`src/rtl/wr_pkg.sv`:
```
// Shared definitions for the write-back stage: load-size encodings and
// the lane-selection helper used by the load aligner.
package wr_pkg;

  localparam logic [1:0] LD_B    = 2'd0;
  localparam logic [1:0] LD_H    = 2'd1;
  localparam logic [1:0] LD_W    = 2'd2;
  localparam logic [1:0] LD_FULL = 2'd3;

  localparam int OFF_MAX_W = 8;

  // Bit shift that brings the addressed lane to bit 0; low offset bits are
  // dropped according to the access size so lanes stay naturally aligned.
  function automatic logic [10:0] lane_shift(input logic [OFF_MAX_W-1:0] byteoff,
                                             input logic [1:0] size);
    logic [OFF_MAX_W-1:0] off_s;
    case (size)
      LD_B:    off_s = byteoff;
      LD_H:    off_s = byteoff & 8'hFE;
      LD_W:    off_s = byteoff & 8'hFC;
      default: off_s = 8'h00;
    endcase
    return {off_s, 3'b000};
  endfunction

endpackage

```
`src/rtl/load_align.sv`:
```
// Combinational little-endian load aligner: picks the addressed byte, half
// or word lane and zero- or sign-extends it to the datapath width.
module load_align
  import wr_pkg::*;
#(
  parameter int DATA_W = 32,
  parameter int OFF_W  = $clog2(DATA_W/8)
) (
  input  logic [DATA_W-1:0] dout,
  input  logic [1:0]        size,
  input  logic              is_signed,
  input  logic [OFF_W-1:0]  byteoff,
  output logic [DATA_W-1:0] aligned
);

  logic [OFF_MAX_W-1:0] off_ext_s;
  logic [10:0]          shamt_s;
  logic [DATA_W-1:0]    shifted_s;

  assign off_ext_s = OFF_MAX_W'(byteoff);
  assign shamt_s   = lane_shift(off_ext_s, size);
  assign shifted_s = dout >> shamt_s;

  // Lane extension; a full-width load bypasses the shifter entirely.
  always_comb begin
    aligned = dout;
    case (size)
      LD_B:    aligned = is_signed ? DATA_W'($signed(shifted_s[7:0]))
                                   : DATA_W'(shifted_s[7:0]);
      LD_H:    aligned = is_signed ? DATA_W'($signed(shifted_s[15:0]))
                                   : DATA_W'(shifted_s[15:0]);
      LD_W:    aligned = is_signed ? DATA_W'($signed(shifted_s[31:0]))
                                   : DATA_W'(shifted_s[31:0]);
      LD_FULL: aligned = dout;
      default: aligned = dout;
    endcase
  end

endmodule

```
`src/rtl/wr_stage_pipe.sv`:
```
// Write-back pipeline register: captures the MEM-stage result, aligns loads,
// gates register writes and keeps retire / suppressed-overflow statistics.
module wr_stage_pipe
  import wr_pkg::*;
#(
  parameter int DATA_W       = 32,
  parameter int REG_AW       = 5,
  parameter int CNT_W        = 32,
  parameter bit OVF_SUPPRESS = 1'b1,
  parameter bit ZERO_REG     = 1'b1
) (
  input  logic                        clk,
  input  logic                        rst,
  input  logic                        in_valid,
  input  logic                        hold,
  input  logic                        flush,
  input  logic [DATA_W-1:0]           in_dout,
  input  logic [DATA_W-1:0]           in_aluout,
  input  logic [REG_AW-1:0]           in_rw,
  input  logic                        in_overflow,
  input  logic                        in_memtoreg,
  input  logic                        in_regwr,
  input  logic [1:0]                  in_ldsize,
  input  logic                        in_ldsigned,
  input  logic [$clog2(DATA_W/8)-1:0] in_byteoff,
  output logic [DATA_W-1:0]           out_regdin,
  output logic [REG_AW-1:0]           out_rw,
  output logic                        out_regwe,
  output logic                        ovf_exc,
  output logic [CNT_W-1:0]            retire_cnt,
  output logic [CNT_W-1:0]            ovf_cnt
);

  localparam int OFF_W = $clog2(DATA_W/8);
  localparam logic [CNT_W-1:0] CNT_ONE = {{(CNT_W-1){1'b0}}, 1'b1};

  logic              valid_r, fresh_r;
  logic [DATA_W-1:0] dout_r, aluout_r;
  logic [REG_AW-1:0] rw_r;
  logic              ovf_r, memtoreg_r, regwr_r, ldsigned_r;
  logic [1:0]        ldsize_r;
  logic [OFF_W-1:0]  byteoff_r;
  logic [CNT_W-1:0]  retire_cnt_r, ovf_cnt_r;

  logic [DATA_W-1:0] aligned_s;
  logic              ovf_block_s, zero_block_s, ovf_exc_s;

  // Pipeline entry: flush beats hold beats capture; fields survive a flush.
  always_ff @(posedge clk) begin
    if (rst) begin
      valid_r    <= 1'b0;
      fresh_r    <= 1'b0;
      dout_r     <= {DATA_W{1'b0}};
      aluout_r   <= {DATA_W{1'b0}};
      rw_r       <= {REG_AW{1'b0}};
      ovf_r      <= 1'b0;
      memtoreg_r <= 1'b0;
      regwr_r    <= 1'b0;
      ldsize_r   <= 2'b00;
      ldsigned_r <= 1'b0;
      byteoff_r  <= {OFF_W{1'b0}};
    end else if (flush) begin
      valid_r <= 1'b0;
      fresh_r <= 1'b0;
    end else if (hold) begin
      fresh_r <= 1'b0;
    end else begin
      valid_r    <= in_valid;
      fresh_r    <= in_valid;
      dout_r     <= in_dout;
      aluout_r   <= in_aluout;
      rw_r       <= in_rw;
      ovf_r      <= in_overflow;
      memtoreg_r <= in_memtoreg;
      regwr_r    <= in_regwr;
      ldsize_r   <= in_ldsize;
      ldsigned_r <= in_ldsigned;
      byteoff_r  <= in_byteoff;
    end
  end

  load_align #(
    .DATA_W (DATA_W),
    .OFF_W  (OFF_W)
  ) u_load_align (
    .dout      (dout_r),
    .size      (ldsize_r),
    .is_signed (ldsigned_r),
    .byteoff   (byteoff_r),
    .aligned   (aligned_s)
  );

  assign ovf_block_s  = OVF_SUPPRESS & ovf_r;
  assign zero_block_s = ZERO_REG & (rw_r == {REG_AW{1'b0}});
  assign ovf_exc_s    = fresh_r & regwr_r & ovf_r & OVF_SUPPRESS;

  // Statistics: retire count wraps, suppressed-overflow count saturates.
  always_ff @(posedge clk) begin
    if (rst) begin
      retire_cnt_r <= {CNT_W{1'b0}};
      ovf_cnt_r    <= {CNT_W{1'b0}};
    end else begin
      if (fresh_r) begin
        retire_cnt_r <= retire_cnt_r + CNT_ONE;
      end else begin
        retire_cnt_r <= retire_cnt_r;
      end
      if (ovf_exc_s && (ovf_cnt_r != {CNT_W{1'b1}})) begin
        ovf_cnt_r <= ovf_cnt_r + CNT_ONE;
      end else begin
        ovf_cnt_r <= ovf_cnt_r;
      end
    end
  end

  // valid_r is implied by fresh_r; keeping it in the term makes that explicit.
  assign out_regwe  = valid_r & fresh_r & regwr_r & ~ovf_block_s & ~zero_block_s;
  assign out_regdin = memtoreg_r ? aligned_s : aluout_r;
  assign out_rw     = rw_r;
  assign ovf_exc    = ovf_exc_s;
  assign retire_cnt = retire_cnt_r;
  assign ovf_cnt    = ovf_cnt_r;

endmodule

```
`config.mk`:
```
export PLATFORM = sky130hd
export DESIGN_NAME = wr_stage_pipe
export DESIGN_NICKNAME = d
export VERILOG_FILES = /design/src/rtl/wr_pkg.sv /design/src/rtl/load_align.sv /design/src/rtl/wr_stage_pipe.sv
export SDC_FILE = /design/constraint.sdc
export NUM_CORES = 1
export LEC_CHECK = 0
export ABC_AREA = 1
export CAP_MARGIN = 20
export CORE_UTILIZATION = 54
export DETAILED_ROUTE_END_ITERATION = 8
export PLACE_DENSITY = 0.86
export SYNTH_ARGS = -nofsm -noshare
export SYNTH_HDL_FRONTEND = slang
export SYNTH_SLANG_ARGS = --single-unit
```
`constraint.sdc`:
```
create_clock -name clk -period 3.2 [get_ports clk]
set_input_delay 0.96 -clock clk [delete_from_list [all_inputs] [get_ports clk]]
set_output_delay 0.96 -clock clk [all_outputs]
set_load 0.05 [all_outputs]
```
After elaboration in Yosys (flattened, before gate mapping) --
Index checks and enable logic that the tools add are counted.
Word-level totals: register bits after elaboration 143, input port bits 82, output and inout port bits 103, logic and storage cells 41
Operators by class: $add $sub $neg 2, equal/unequal tests 4, shift operators 1, multiplexer cells 5, bitwise logic cells 10, reduce and logical (&&, ||, !) cells 6
Operators with widths (number):
- $pmux 32 s4 | 1
- $mux 32 | 3
- $add 32x1->32 const B | 2
- $ne 32x32->1 const B | 1
- $shr 32x5->32 | 1
- $and 1x1->1 | 6
- $logic_not 5->1 | 1
- $eq 2x2->1 const B | 2
- $not 1->1 | 4
- $pmux 2 s2 | 1
- $reduce_or 3->1 | 1
- $eq 2x1->1 const B | 1
- $logic_not 2->1 | 1
- $reduce_and 2->1 | 1
- $reduce_or 2->1 | 1
- $logic_and 1x1->1 | 1

Logic depth before layout (Yosys ltp) --
depth after elaboration 6, mapped depth 12, gate-level depth less buffers 11

Hierarchy --
Synthesis repeated with hierarchy kept, for this count alone.
Unflattened totals: cells, all modules 1227, area, all modules 7707.4 um^2
By module, submodules not included:
- wr_stage_pipe | times used 1, cells each 995, area each 6680.2 um^2, sequential area each 2862.7 um^2
- load_align | times used 1, cells each 232, area each 1027.2 um^2, sequential area each 0.0 um^2

Worst setup path before layout --
OpenSTA, ideal clock, no wires.
kind reg-to-output, start register ldsize_r[1], end output out_regdin[4], arrival 2.208 ns, required time 2.240 ns, setup slack 0.032 ns, stages on the path, launching flop included 9, buffers on the path 3, cells stage by stage dfxtp_1 buf_6 inv_6 nand3_2 buf_2 buf_2 o211ai_1 o21ai_0 o21ai_0
Between the ends: longest elaborated chain between the ends 6, elaborated cells between the ends (all ways) 10, classes of those cells eq/ne (3); shift (1); mux (5); reduce/logical (1)
Ends and longest elaborated chain:
- start: declaration | RTL line wr_stage_pipe.sv:41 | logic [1:0] ldsize_r;
- start signal: assignment | RTL line wr_stage_pipe.sv:76 | ldsize_r <= in_ldsize;
- $eq 2x1->1 or $logic_not 2->1 (tied branches) | RTL line wr_pkg.sv:17, load_align.sv:27
- $pmux 2 s2 | RTL line wr_pkg.sv:17 | case (size)
- $shr 32x5->32 | RTL line load_align.sv:22 | assign shifted_s = dout >> shamt_s;
- $mux 32 (on tied branches) | RTL line load_align.sv:30, load_align.sv:28
- $pmux 32 s4 (*) | RTL line load_align.sv:27 | case (size)
- $mux 32 (*) | RTL line wr_stage_pipe.sv:118 | assign out_regdin = memtoreg_r ? aligned_s : aluout_r;
- end: declaration | RTL line wr_stage_pipe.sv:26 | output logic [DATA_W-1:0] out_regdin,
Every way passes the cells marked *; elsewhere a longest branch is shown, timed or not.

Worst setup path in the final report --
start register ldsize_r[1], end output out_regdin[13]
The elaborated chain is that of the path after synthesis.

==> flow_metrics.tcl <==
set metrics [dict create \
    ir_worst_vdd_uv 399.0 \
    min_to "valid_r" \
    clk_pin_slew_ns 0.06 \
    fin_skew_ns 0.009406 \
    first_global_vias 7711 \
    power_leakage_nw 4.131 \
    antenna_found_initial 0 \
    worst_ep_required_time_ns 2.24 \
    rsz0062_at_grt "yes" \
    r2r-end "ovf_cnt[21]" \
    diodes 0 \
    arrival_ns 2.15 \
    pre_cts_slack_ns 0.2863 \
    rr_startpoint "ovf_cnt[0]" \
    viasPerCell 5.338 \
    slew_headroom_pct 57.58 \
    max_stage_delay_ns 0.40 \
    hold_viol_final 0 \
    synthXorXnorAreaFrac_pct 1.946 \
    path_class "reg -> out" \
    crit_family "simple AND/OR/NAND/NOR gates" \
    synthArstFlopShare_pct 0 \
    path_common_cell "nand2_1" \
    vias 8210 \
    die_h_um 121.0 \
    yosysSeqAreaShare_pct 37.41 \
    syn-cell-area_sq_um 7652 \
    worstMarginPinSlew_ns 0.6356 \
    synth_area_leaders "dfxtp_1 37%, nor2_1 13%, nand2_1 13%" \
    drc 0 \
    fin_crit_sh_pct 97.27 \
    synth_cell_types 44 \
    layout.nets 1429 \
    n_fill_cell 1088 \
    finalNonFillerCells 1538 \
    critPathMaxFanout 17 \
    synth-main-ff-cell "dfxtp_1" \
    rrSetupSlack_ns 1.12 \
    path_buf_inv 2 \
    holdWs_ns 0.4790 \
    port_buffers 184 \
    synth-adder-area-share_pct 0.3270 \
    yosys-top-cells-count "262 x nor2_1, 260 x nand2_1, 143 x dfxtp_1" \
    avgSynthCellArea_sq_um 6.485 \
    clkLatencyLatePin_ns 0.42 \
    first_pass_iters 7 \
    cts_tree "built" \
    finish.utilization_pct 75.79 \
    ios 185 \
    multi_input_area_sq_um 4184 \
    start_util_pct 55.34 \
    wl_per_cell_um 14.27 \
    place.gp.congestion 0.9254 \
    status "finished, final reports clean" \
    yosys_warnings 0 \
    finalSetupViolCount 0 \
    die_w_um 121.0 \
    power.density_nw_per_um2 444.9 \
    synthSimpleGateAreaFrac_pct 35.51 \
    area_growth_syn_to_layout_pct 36.94 \
    drive_gt1_share_pct 10.97 \
    final.setup.tns_ns 0 \
    h-tree-depth 4 \
    yosysMostFrequentCell "nor2_1" \
    cts.sinks 143 \
    track_usage_pct 30.49 \
    final_area_sq_um 10480 \
    synth_top_family_by_area "simple AND/OR/NAND/NOR gates" \
    r2r_cells 10 \
    crit_path_end_kind "primary output" \
    wl_um 21950 \
    fp-row-count 43 \
    max_cap_viol_count 0 \
    synth.area.mux_share_pct 0 \
    place_inst 1503 \
    core_sq_um 13830 \
    synth_seq_cells 143 \
    syn_nets 1264 \
    total_power_mw 4.662 \
    dp_hpwl_um 15330 \
    max_freq_mhz 321.3 \
    grt_pass1_wl_um 35600 \
    holdPathStages 2 \
    worstPathCellList "buf_4 -> nand2_1 -> nand2_1 -> a21oi_1 -> a22oi_1 -> nand2_1 -> nand2_1 -> nand2_1 -> buf_12" \
    min_from "valid_r" \
    timing.final.ws_setup_ns 0.08723 \
    drt_iter0_drc 657 \
    cp_slowest_cell "dfxtp_1" \
    cts_root_buf "clkbuf_16" \
    dpl_cell_area_sq_um 9821 \
    drv_slew 0 \
    synth_edf_count 0 \
    grt_start_max_net_pins 73 \
    overflow 0 \
    syn_inst 1180 \
    cts_buffer_depth 2 \
    cts_buffers 17 \
    startpoint_type "flip-flop" \
    synth_compound_area_share_pct 16.17 \
    postRouteAntennaNets 0 \
    synth_top_area_cell "dfxtp_1" \
    register_area_sq_um 2863 \
    hold_class "reg -> reg" \
    cts_hold_buf 0 \
    period_minus_slack_ns 3.113 \
    synth_top_area_share_pct 37.41 \
    dieArea_sq_um 14650 \
]
[area by class of cell]
class / count / area share [%]
Tap cell: 180 / 2.149
Sequential cell: 143 / 27.32
Clock inverter: 12 / 1.290
Inverter: 103 / 3.797
Multi-Input combinational cell: 883 / 39.93
Clock buffer: 20 / 4.358
Timing Repair Buffer: 197 / 21.16
[worst register-to-register path, cell delays in order, from the launching register on]
cell and delay (ns):
dfxtp_1 0.45, ha_1 0.27, inv_1 0.10, nor2_4 0.18
nand2_4 0.10, nor2_8 0.16, nand2_4 0.10, nand2_8 0.22
inv_4 0.17, nand2_1 0.14, a21oi_2 0.06
[layer usage]
| layer | global-route usage, % | part of all wire [%] | vias to the layer above |
|---|---|---|---|
| met5 | 0 | 0 | - |
| met4 | 14.12 | 3.2 | 0 |
| met3 | 7.378 | 6.9 | 50 |
| met2 | 52.14 | 49 | 336 |
| met1 | 35.79 | 41 | 3719 |
| li1 | - | - | 4105 |
[kinds of logic after synthesis]
| kind of cell | count (synthesis) |
|---|---|
| flip-flops | 143 |
| AO/OA/AOI/OAI | 220 |
| adder cells (fa/ha/maj) | 2 |
| buffers and inverters | 155 |
| XOR/XNOR | 17 |
| AND/OR/NAND/NOR | 643 |
[repair_timing]
action	CTS	global route
setup buffers	0	2
cloned	0	1
gates resized for setup	3	5
endpoints found under the hold margin	0	0
setup endpoints to repair	21	25
pin swaps	0	2
[where the power goes]
part	total, mW	internal [mW]	leakage, nW	switching (mW)
Sequential	1.89	1.85	1.17	0.0392
Combinational	0.793	0.343	2.68	0.450
Clock	1.98	1.19	0.279	0.791
Total	4.66	3.38	4.13	1.28
[cells in the final DEF (no fill, tap or decap), drive strengths merged, types with 3 or more instances in the layout]
cell / instances
nand3: 53
buf: 46
clkinvlp: 5
o211ai: 3
o31ai: 4
clkbuf: 20
a31oi: 4
xor2: 10
o21bai: 7
nor3: 11
a21oi: 72
o21ai: 122
xnor2: 7
clkdlybuf4s50: 151
nor2: 272
dfxtp: 143
nand2: 289
a22oi: 4
nand4: 14
inv: 104
clkinv: 4
[sequential cells by signal (all words and copies together) (netlist names)]
name,cells
ldsigned_r,1
dout_r,32
retire_cnt,32
ovf_block_s,1
ovf_cnt,32
aluout_r,32
fresh_r,1
ldsize_r,2
out_rw,5
byteoff_r,2
memtoreg_r,1
regwr_r,1
valid_r,1
[how the worst max path moves through the flow]
stage                           endpoint  depth (start not counted)        start  slack (ns)
after floorplan            out_regdin[4]                          8  ldsize_r[1]        0.03
after global placement    out_regdin[20]                         10  ldsize_r[0]        0.38
after detailed placement  out_regdin[18]                          9  ldsize_r[0]        0.29
after CTS                 out_regdin[18]                         10  ldsize_r[0]      -0.007
after global routing      out_regdin[11]                          9  ldsize_r[1]       -0.06
final                     out_regdin[13]                          9  ldsize_r[1]        0.09
No activity file was read; power rests on OpenSTA's default activity.
